$ cat src/rtl/cpu_ctrl_pkg.sv
// Shared opcode/phase encodings, sequencer state type and the strobe bundle
// used by the cpu_sequencer and its decode sub-module.
package cpu_ctrl_pkg;

  localparam logic [2:0] HLT = 3'd0;
  localparam logic [2:0] SKZ = 3'd1;
  localparam logic [2:0] ADD = 3'd2;
  localparam logic [2:0] AND = 3'd3;
  localparam logic [2:0] XOR = 3'd4;
  localparam logic [2:0] LDA = 3'd5;
  localparam logic [2:0] STO = 3'd6;
  localparam logic [2:0] JMP = 3'd7;

  localparam logic [2:0] INST_ADDR  = 3'd0;
  localparam logic [2:0] INST_FETCH = 3'd1;
  localparam logic [2:0] INST_LOAD  = 3'd2;
  localparam logic [2:0] IDLE       = 3'd3;
  localparam logic [2:0] OP_ADDR    = 3'd4;
  localparam logic [2:0] OP_FETCH   = 3'd5;
  localparam logic [2:0] ALU_OP     = 3'd6;
  localparam logic [2:0] STORE      = 3'd7;

  typedef enum logic [1:0] {RUN, HALTED, STEP_WAIT} seq_state_t;

  typedef struct packed {
    logic sel;
    logic rd;
    logic ld_ir;
    logic inc_pc;
    logic halt;
    logic ld_pc;
    logic data_e;
    logic ld_ac;
    logic wr;
  } strobes_t;

  function automatic logic is_aluop(input logic [2:0] op);
    return op inside {ADD, AND, XOR, LDA};
  endfunction

endpackage

$ cat src/rtl/cpu_sequencer_if.sv
// Control/strobe bundle between the sequencer and its surroundings.
// mem_ready exists only when SEQ_MEM_WAIT_EN is defined.
interface cpu_sequencer_if #(
  parameter int OPCODE_W = 3,
  parameter int CNT_W    = 16
);
  logic                enable;
  logic                step_mode;
  logic                step_req;
  logic                resume;
  logic [OPCODE_W-1:0] opcode;
  logic                zero;
`ifdef SEQ_MEM_WAIT_EN
  logic                mem_ready;
`endif
  logic                sel, rd, ld_ir, inc_pc, halt, ld_pc, data_e, ld_ac, wr;
  logic [2:0]          phase;
  logic                halted;
  logic                illegal;
  logic [CNT_W-1:0]    instr_count;

  modport master (
`ifdef SEQ_MEM_WAIT_EN
    output mem_ready,
`endif
    output enable, step_mode, step_req, resume, opcode, zero,
    input  sel, rd, ld_ir, inc_pc, halt, ld_pc, data_e, ld_ac, wr,
    input  phase, halted, illegal, instr_count
  );

  modport slave (
`ifdef SEQ_MEM_WAIT_EN
    input  mem_ready,
`endif
    input  enable, step_mode, step_req, resume, opcode, zero,
    output sel, rd, ld_ir, inc_pc, halt, ld_pc, data_e, ld_ac, wr,
    output phase, halted, illegal, instr_count
  );
endinterface

$ cat src/rtl/cpu_sequencer_ctrl_decode.sv
// Combinational strobe decode from sequencer state, phase, opcode and zero flag.
module ctrl_decode
  import cpu_ctrl_pkg::*;
(
  input  logic       rst,
  input  seq_state_t state,
  input  logic [2:0] phase,
  input  logic [2:0] op,
  input  logic       op_illegal,
  input  logic       zero,
  output strobes_t   strb
);
  logic alu, is_hlt, is_skz, is_sto, is_jmp;

  assign alu    = is_aluop(op) && !op_illegal;
  assign is_hlt = (op == HLT) && !op_illegal;
  assign is_skz = (op == SKZ) && !op_illegal;
  assign is_sto = (op == STO) && !op_illegal;
  assign is_jmp = (op == JMP) && !op_illegal;

  always_comb begin
    strb = '0;
    if (!rst && state == HALTED) begin
      strb.halt = 1'b1;
    end else if (!rst && state == RUN) begin
      case (phase)
        INST_ADDR:  strb.sel = 1'b1;
        INST_FETCH: begin
          strb.sel = 1'b1;
          strb.rd  = 1'b1;
        end
        INST_LOAD, IDLE: begin
          strb.sel   = 1'b1;
          strb.rd    = 1'b1;
          strb.ld_ir = 1'b1;
        end
        OP_ADDR: begin
          strb.inc_pc = 1'b1;
          strb.halt   = is_hlt || op_illegal;
        end
        OP_FETCH:   strb.rd = alu;
        ALU_OP: begin
          strb.rd     = alu;
          strb.inc_pc = is_skz && zero;
          strb.ld_pc  = is_jmp;
          strb.data_e = is_sto;
        end
        STORE: begin
          strb.rd     = alu;
          strb.ld_ac  = alu;
          strb.ld_pc  = is_jmp;
          strb.data_e = is_sto;
          strb.wr     = is_sto;
        end
      endcase
    end
  end
endmodule

$ cat src/rtl/cpu_sequencer.sv
// Clocked instruction sequencer: phase counter, halt/step FSM, illegal trap,
// retire counter. Define SEQ_MEM_WAIT_EN to enable mem_ready wait states.
module cpu_sequencer
  import cpu_ctrl_pkg::*;
#(
  parameter int OPCODE_W = 3,
  parameter int CNT_W    = 16
) (
  input logic            clk,
  input logic            rst,
  cpu_sequencer_if.slave bus
);
  seq_state_t       state_q, state_d;
  logic [2:0]       phase_q, phase_d;
  logic             illegal_q, illegal_d;
  logic [CNT_W-1:0] count_q, count_d;
  logic [2:0]       op;
  logic             op_illegal;
  logic             stall;
  strobes_t         strb;

  assign op = bus.opcode[2:0];

  generate
    if (OPCODE_W > 3) begin : g_wide_op
      assign op_illegal = |bus.opcode[OPCODE_W-1:3];
    end else begin : g_narrow_op
      assign op_illegal = 1'b0;
    end
  endgenerate

`ifdef SEQ_MEM_WAIT_EN
  logic alu_op;
  assign alu_op = is_aluop(op) && !op_illegal;

  // Memory-touching phases hold until the memory answers.
  always_comb begin
    stall = 1'b0;
    if (state_q == RUN && !bus.mem_ready) begin
      case (phase_q)
        INST_FETCH: stall = 1'b1;
        OP_FETCH:   stall = alu_op;
        STORE:      stall = alu_op || (op == STO && !op_illegal);
        default:    stall = 1'b0;
      endcase
    end
  end
`else
  assign stall = 1'b0;
`endif

  always_ff @(posedge clk) begin
    if (rst) begin
      state_q   <= RUN;
      phase_q   <= INST_ADDR;
      illegal_q <= 1'b0;
      count_q   <= '0;
    end else begin
      state_q   <= state_d;
      phase_q   <= phase_d;
      illegal_q <= illegal_d;
      count_q   <= count_d;
    end
  end

  always_comb begin
    state_d   = state_q;
    phase_d   = phase_q;
    illegal_d = illegal_q;
    count_d   = count_q;
    if (bus.enable) begin
      case (state_q)
        RUN: begin
          if (!stall) begin
            if (phase_q == OP_ADDR && (op == HLT || op_illegal)) begin
              phase_d = OP_FETCH;
              state_d = HALTED;
              if (op_illegal) illegal_d = 1'b1;
            end else begin
              phase_d = phase_q + 3'd1;
              if (phase_q == STORE) begin
                count_d = count_q + 1'b1;
                if (bus.step_mode) state_d = STEP_WAIT;
              end
            end
          end
        end
        HALTED: begin
          if (bus.resume) begin
            phase_d   = INST_ADDR;
            state_d   = RUN;
            illegal_d = 1'b0;
          end
        end
        STEP_WAIT: begin
          // A step request consumes the phase-0 slot, so execution resumes at phase 1.
          if (bus.step_req) begin
            state_d = RUN;
            phase_d = INST_FETCH;
          end else if (!bus.step_mode) begin
            state_d = RUN;
          end
        end
        default: state_d = RUN;
      endcase
    end
  end

  ctrl_decode u_decode (
    .rst       (rst),
    .state     (state_q),
    .phase     (phase_q),
    .op        (op),
    .op_illegal(op_illegal),
    .zero      (bus.zero),
    .strb      (strb)
  );

  assign bus.sel         = strb.sel;
  assign bus.rd          = strb.rd;
  assign bus.ld_ir       = strb.ld_ir;
  assign bus.inc_pc      = strb.inc_pc;
  assign bus.halt        = strb.halt;
  assign bus.ld_pc       = strb.ld_pc;
  assign bus.data_e      = strb.data_e;
  assign bus.ld_ac       = strb.ld_ac;
  assign bus.wr          = strb.wr;
  assign bus.phase       = phase_q;
  assign bus.halted      = (state_q == HALTED);
  assign bus.illegal     = illegal_q;
  assign bus.instr_count = count_q;
endmodule

$ cat src/flat_wrapper.sv
// flat-port wrapper written by rule: the top's interface ports become plain ports
module cpu_sequencer_flat import cpu_ctrl_pkg::*;
#(
  parameter int OPCODE_W = 3,
  parameter int CNT_W    = 16
)
  (clk, rst, bus_enable, bus_step_mode, bus_step_req, bus_resume, bus_opcode, bus_zero, bus_sel, bus_rd, bus_ld_ir, bus_inc_pc, bus_halt, bus_ld_pc, bus_data_e, bus_ld_ac, bus_wr, bus_phase, bus_halted, bus_illegal, bus_instr_count);
  cpu_sequencer_if #(.OPCODE_W(OPCODE_W), .CNT_W(CNT_W)) bus_i ();
  input logic clk;
  input logic rst;
  input wire logic [$bits(bus_i.enable)-1:0] bus_enable;
  input wire logic [$bits(bus_i.step_mode)-1:0] bus_step_mode;
  input wire logic [$bits(bus_i.step_req)-1:0] bus_step_req;
  input wire logic [$bits(bus_i.resume)-1:0] bus_resume;
  input wire logic [$bits(bus_i.opcode)-1:0] bus_opcode;
  input wire logic [$bits(bus_i.zero)-1:0] bus_zero;
  output wire logic [$bits(bus_i.sel)-1:0] bus_sel;
  output wire logic [$bits(bus_i.rd)-1:0] bus_rd;
  output wire logic [$bits(bus_i.ld_ir)-1:0] bus_ld_ir;
  output wire logic [$bits(bus_i.inc_pc)-1:0] bus_inc_pc;
  output wire logic [$bits(bus_i.halt)-1:0] bus_halt;
  output wire logic [$bits(bus_i.ld_pc)-1:0] bus_ld_pc;
  output wire logic [$bits(bus_i.data_e)-1:0] bus_data_e;
  output wire logic [$bits(bus_i.ld_ac)-1:0] bus_ld_ac;
  output wire logic [$bits(bus_i.wr)-1:0] bus_wr;
  output wire logic [$bits(bus_i.phase)-1:0] bus_phase;
  output wire logic [$bits(bus_i.halted)-1:0] bus_halted;
  output wire logic [$bits(bus_i.illegal)-1:0] bus_illegal;
  output wire logic [$bits(bus_i.instr_count)-1:0] bus_instr_count;
  assign bus_i.enable = bus_enable;
  assign bus_i.step_mode = bus_step_mode;
  assign bus_i.step_req = bus_step_req;
  assign bus_i.resume = bus_resume;
  assign bus_i.opcode = bus_opcode;
  assign bus_i.zero = bus_zero;
  assign bus_sel = bus_i.sel;
  assign bus_rd = bus_i.rd;
  assign bus_ld_ir = bus_i.ld_ir;
  assign bus_inc_pc = bus_i.inc_pc;
  assign bus_halt = bus_i.halt;
  assign bus_ld_pc = bus_i.ld_pc;
  assign bus_data_e = bus_i.data_e;
  assign bus_ld_ac = bus_i.ld_ac;
  assign bus_wr = bus_i.wr;
  assign bus_phase = bus_i.phase;
  assign bus_halted = bus_i.halted;
  assign bus_illegal = bus_i.illegal;
  assign bus_instr_count = bus_i.instr_count;
  cpu_sequencer #(.OPCODE_W(OPCODE_W), .CNT_W(CNT_W)) u_core (.clk(clk), .rst(rst), .bus(bus_i));
endmodule
$ cat config.mk
export PLATFORM = sky130hd
export DESIGN_NAME = cpu_sequencer_flat
export DESIGN_NICKNAME = d
export VERILOG_FILES = /design/src/rtl/cpu_ctrl_pkg.sv /design/src/rtl/cpu_sequencer_if.sv /design/src/rtl/cpu_sequencer_ctrl_decode.sv /design/src/rtl/cpu_sequencer.sv /design/src/flat_wrapper.sv
export SDC_FILE = /design/constraint.sdc
export NUM_CORES = 1
export LEC_CHECK = 0
export ABC_CLOCK_PERIOD_IN_PS = 4000
export CAP_MARGIN = 20
export CORE_ASPECT_RATIO = 0.7
export CORE_UTILIZATION = 50
export CTS_CLUSTER_DIAMETER = 120
export DETAILED_ROUTE_END_ITERATION = 12
export PLACE_DENSITY = 0.84
export SLEW_MARGIN = 20
export SYNTH_ARGS = -nofsm -noshare
export SYNTH_HDL_FRONTEND = slang
export SYNTH_SLANG_ARGS = --single-unit
$ cat constraint.sdc
create_clock -name clk -period 4 [get_ports clk]
set_input_delay 0.6 -clock clk [delete_from_list [all_inputs] [get_ports clk]]
set_output_delay 0.6 -clock clk [all_outputs]
set_load 0.01 [all_outputs]
==> flow_metrics.tcl <==
set metrics [dict create \
    synth_top_area_share_pct 31.3 \
    power.internal_uw 306 \
    numCtsBuffers 3 \
    synth_edf_count 0 \
    clkPwrFrac_pct 34.6 \
    period_minus_slack_ps 3370 \
    viasPerCell 5.98 \
    cts_hold_repair.buffers 0 \
    clock_sinks 21 \
    initial_utilization_pct 53.7 \
    synthArstFlopShare_pct 0 \
    drtIter0Drc 100 \
    clockRootBuffer "clkbuf_8" \
    place.gp.congestion 0.918 \
    drt_first_pass_iters 4 \
    cts_max_path_buffers 2 \
    num_io_pins 40 \
    max_stage_delay_ps 630 \
    grt_pass1_wl_um 5550 \
    combPwrFrac_pct 12.6 \
    grt_util_all_layers_pct 25.7 \
    crit_buf_inv 2 \
    fin_crit_sh_pct 84.1 \
    pwr-share-seq_pct 52.8 \
    place_hpwl_um 2630 \
    nets 224 \
    dp_cells 232 \
    yosysMostFrequentCell "a21oi_1" \
    clock-skew-final_ps 4.20 \
    dieWidth_um 63.9 \
    clk_latency_ps 260 \
    yosysWarnings 0 \
    slew_headroom_pct 56.8 \
    numPortBuffers 38 \
    yosys-top-cells-area "dfxtp_1 31%, ha_1 10%, a21oi_1 9.0%" \
    ir_drop_uv 203 \
    slowest_stage "nor4b_2" \
    syn_nets 188 \
    status "finished clean" \
    cp_common_cell "clkdlybuf4s50_1" \
    crit_required_ps 3400 \
    rsz0062_at_grt "no" \
    rows 15 \
    max_cap_viol_count 0 \
    synth_cell_types 42 \
    die_height_um 45.3 \
    drv_slew 0 \
    critPathKind "in2out" \
    tightest_slew_ps 646 \
    crit_chain "clkdlybuf4s50_1 -> nor4b_2 -> and2_1 -> a21oi_1 -> nor2_1 -> clkdlybuf4s50_1" \
    post-route-util_pct 71.3 \
    synth_ff_type "dfxtp_1" \
    netlist_area_um2 1340 \
    p_leak_nw 0.594 \
    syn-instance-count 167 \
    drive_gt1_share_pct 3.96 \
    hold_viol 0 \
    tns_ps 0 \
    crit_fanout 8 \
    design.core.area_um2 2500 \
    grt_pass1_vias 1228 \
    yosys.area.top_type "dfxtp_1" \
    syn_area_per_cell_um2 8.03 \
    start_kind "primary input" \
    area_growth_pct 32.6 \
    yosys_register_bits 21 \
    crit_arrival_ps 2770 \
    synth.top_cells.by_count "24 x a21oi_1, 21 x dfxtp_1, 11 x ha_1, 11 x nand2_1" \
    wl_um 3580 \
    setup_viol 0 \
    cts_resized 0 \
    wl_per_cell_um 15.2 \
    antenna-diode-count 0 \
    p_switching_uw 96.7 \
    grt_max_degree 24 \
    cts.reportedPaths.clkPinSlew_ps 70 \
    num-fill-cells 189 \
    synth_seq_area_share_pct 31.3 \
    via_count 1411 \
    hold_path_class "reg2reg" \
    end_kind "primary output" \
    grt_overflow 0 \
    die_area_um2 2900 \
    grt_antenna_before_repair 0 \
    drc 0 \
    timing.fmax_ghz 0.297 \
    swShare_pct 24.0 \
    cts_tree "built" \
    powerDensity_nw_per_um2 227 \
    post_cts_buffers 0 \
    ant_nets 0 \
    instances_no_fill 236 \
    htreeDepth 1 \
    cpLargestDelayFamily "buffers and inverters" \
]
[through the flow]
| step | setup WS (ps) | cell area [µm²] | total power, mW | hold WS, ps |
|---|---|---|---|---|
| 6_report | 634 | 1780 | 0.403 | 523 |
| 3_5_place_dp | 682 | 1730 | 0.267 | 493 |
| 3_3_place_gp | 748 | 1730 | 0.267 | 471 |
| 5_1_grt | 487 | 1780 | 0.417 | 539 |
| 4_1_cts | 644 | 1780 | 0.402 | 523 |
| 2_1_floorplan | 1670 | 1340 | 0.242 | 484 |
[cell families after synthesis]
logic type / count (synthesis) / share of synthesized area (%)
XOR/XNOR: 5 / 3.26
other: 1 / 0.280
multiplexers: 2 / 1.59
flip-flops: 21 / 31.3
AO/OA/AOI/OAI: 45 / 19.9
AND/OR/NAND/NOR: 64 / 27.8
buffers and inverters: 18 / 5.60
adder cells (fa/ha/maj): 11 / 10.3
[power by group through the flow]
| stage | Sequential [mW] | Clock (mW) | Combinational (mW) |
|---|---|---|---|
| after floorplan | 0.218 | 0 | 0.0243 |
| after global placement | 0.218 | 0 | 0.0492 |
| after CTS | 0.213 | 0.139 | 0.0502 |
| final | 0.213 | 0.140 | 0.0507 |
| after detailed placement | 0.218 | 0 | 0.0497 |
| after global routing | 0.213 | 0.149 | 0.0544 |
[layout make-up]
type | instances | area (µm²) | area share [%]
Clock buffer | 4 | 45.0 | 2.53
Inverter | 10 | 37.5 | 2.11
Multi-Input combinational cell | 128 | 846 | 47.5
Sequential cell | 21 | 420 | 23.6
Tap cell | 34 | 42.5 | 2.39
Timing Repair Buffer | 39 | 388 | 21.8
[registers in the layout, summed over array words and instances (netlist names)]
name	cells
u_core.bus.phase	3
u_core.bus.instr_count	16
u_core.state_q	2
[routing by layer]
layer	share of wire, %	global-route usage, %
met5	0	0
met4	1.3	9.55
met3	6.7	6.06
met2	46	42.3
met1	46	33.2
[tightest hold or removal path, delay by kind of cell (launching register included)]
family         cells  cell delay (ps)
AO/OA/AOI/OAI      2              140
flip-flops         1              340
[worst paths after layout]
check | startpoint | to | slack (ps) | cells past startpoint
min reg2reg | u_core.bus.instr_count[8] | u_core.bus.instr_count[8] | 520 | 2
min | u_core.bus.instr_count[8] | u_core.bus.instr_count[8] | 520 | 2
max | bus_opcode[0] | bus_halt | 630 | 6
max reg2reg | u_core.bus.phase[0] | u_core.bus.instr_count[14] | 1450 | 6
[cells in the final DEF, fill, tap and decap left out, types with 2 or more instances in the layout]
master	netlist	final
clkdlybuf4s50_1	0	38
a21oi_1	24	24
dfxtp_1	21	21
nand2_1	11	11
ha_1	11	11
inv_1	10	10
nor2_1	10	10
or3_1	7	7
nand3_1	7	7
o21ai_0	7	7
nand4_1	5	5
or4_1	5	5
xnor2_1	4	4
o31ai_1	4	4
and3_1	3	3
clkbuf_8	0	3
nor4_1	2	2
nor3_1	2	2
and2_1	2	2
a211o_1	2	2
and4_1	2	2
(Power assumes the default switching activity.)
==> RTL edit, RTL diff (same flow settings) <==
Reset style: asynchronous (`rst`), changed in one clocked block.
--- a/src/rtl/cpu_sequencer.sv
+++ b/src/rtl/cpu_sequencer.sv
@@ -51,3 +51,3 @@
 
-  always_ff @(posedge clk) begin
+  always_ff @(posedge clk or posedge rst) begin
     if (rst) begin
Function: differs if rst is asserted again (counterexample within 4 cycles, from zero or initial values and one cycle with rst high); with rst held inactive, the same outputs for 10 cycles.
==> RTL edit against the unedited design <==
  * Sequential cell count stayed put
  * Synthesized cell count is 20% lower
  * Worst hold slack worse by 0.047 ns
  * Global-route usage is 1.3 points lower
  * Area after synthesis stayed put
  * Via count is 20% lower
  * Final area is 1.1% higher
  * Largest cell class unchanged
  * Non-clock buffer count stayed put
  * Wire length is 11% lower
  * Die area stayed put
  * Setup slack better by 0.22 ns
  * Critical path type unchanged
Power is not compared: it rests on default switching activity, and its combinational part moved more than twofold at a synthesized area within 25%.
==> RTL edit: results (changes against the unedited design) <==
stage,metric,value,unit,change
synthesis,synthesized net count,156,,-17%
routing,via count,1132,,-20%
min_path,Hold EP,u_core.bus.instr_count[15]$_DFFE_PP0P_,,
outcome,outcome,"complete, no violations",,
finish,# fillers,197,,+4.2%
grt,first-pass GRT wire length,5140,µm,-7.3%
power_and_ir_drop,Net Sw Frac,38.1,%,
synthesis,Synth Area in Adders,11.2,%,+0.93 points
synthesis,async set-reset flop share out of synthesis,100,%,+100 points
worst_setup_path,FF-to-FF Start,u_core.bus.phase[0]$_DFFE_PP0P_,,
synthesis,largest cells by area after synthesis,"dfrtp_1, ha_1, xnor2_1",,
routing,final wirelength,3200,µm,-11%
synthesis,Synth Area in Compound Gates,8.40,%,-11 points
synthesis,count of different cell masters after synthesis,37,,-12%
min_path,hold path cells,1,,-1
finish,share of cells above drive strength 1,6.86,%,+2.9 points
sta,measured slew at the worst slew-check pin,0.653,ns,+0.00693 ns
synthesis,sequential share of the synthesized area,39.2,%,+7.8 points
worst_setup_path,Top delay family on crit path,buffers and inverters,,
synthesis,Yosys Warn Count,0,,unchanged
finish,NumNets Final,198,,-12%
min_path,worst hold start,u_core.bus.instr_count[15]$_DFFE_PP0P_,,
placed_design,HPWL Detailed,2610,µm,-0.83%
synthesis,proportion of synthesized area in mux cells,2.43,%,+0.84 points
worst_setup_path,reg-to-reg critical path endpoint,u_core.bus.instr_count[15]$_DFFE_PP0P_,,
placed_design,gpl congestion,0.821,,-10%
grt,gr usage total,24.4,%,-1.3 points
grt,largest net degree at the start of global routing,14,,-42%
worst_setup_path,"Slowest-stage cell, CP",clkdlybuf4s50_1,,
sta,hold_ws,0.476,ns,-0.0467 ns
clock_network,post-CTS sizing,0,,unchanged
placed_design,Placement Setup Slack,0.861,ns,+0.178 ns
synthesis,synth cell count leaders,"dfrtp_1, nand2_1, ha_1",,
sta,skew final,0.00170,ns,-0.00250 ns
worst_setup_path,Reg2Reg Setup Slack,2.01,ns,+0.56 ns
worst_setup_path,critical path data arrival time,2.55,ns,-0.22 ns
worst_setup_path,"slowest stage delay, CP",0.59,ns,-0.04 ns
clock_network,cts bufs inserted,3,,unchanged
routing,DRT iter0 DRCs,70,,-30%
## RTL edit: through the flow
step,utilization (%),cell area [µm²],instances
global placement,70.2,1750,205
floorplan,-,1340,134
detailed placement,70.2,1750,205
finish,72.0,1800,209
global route,72.0,1800,209
CTS,72.0,1800,209
## RTL edit: per-layer routing
layer / share of wire (%) / GRT usage [%] / routed length [µm]
met1: 49 / 34.1 / 1570
met2: 46 / 38.7 / 1460
met3: 4.4 / 5.56 / 141
met4: 0.84 / 6.36 / 27
met5: 0 / 0 / 0
## RTL edit: area by class of cell
class / count / share of cell area (%)
multi-input combinational: 103 / 42.7
sequential: 21 / 29.2
timing repair buffer: 39 / 21.6
clock buffer: 4 / 2.51
tap: 34 / 2.37
inverter: 8 / 1.67
## RTL edit: worst register-to-register path, cell delays in order, from the launching register on
cell and delay, ns:
dfrtp_1 0.44, ha_1 0.20, ha_1 0.29, nand3_2 0.14, a21o_1 0.31, nor4b_2 0.37
xor2_1 0.17
## RTL edit: worst max path at each step
stage,from,end,slack (ns)
after global routing,rst,bus_ld_pc,0.74
after detailed placement,rst,bus_ld_pc,0.86
final,rst,bus_ld_pc,0.85
after floorplan,rst,bus_ld_pc,1.64
after global placement,rst,bus_wr,0.99
after CTS,rst,bus_ld_pc,0.85
## RTL edit: cell families (layout without fill, tap and decap cells)
logic type	count (synthesis)	after routing
other	1	1
xor gates and xnor gates	16	16
AOI/OAI and AO/OA	17	17
and+or+nand+nor	54	54
buffers and inverters	10	51
adders and majority gates	12	12
DFF	21	21
muxes	3	3
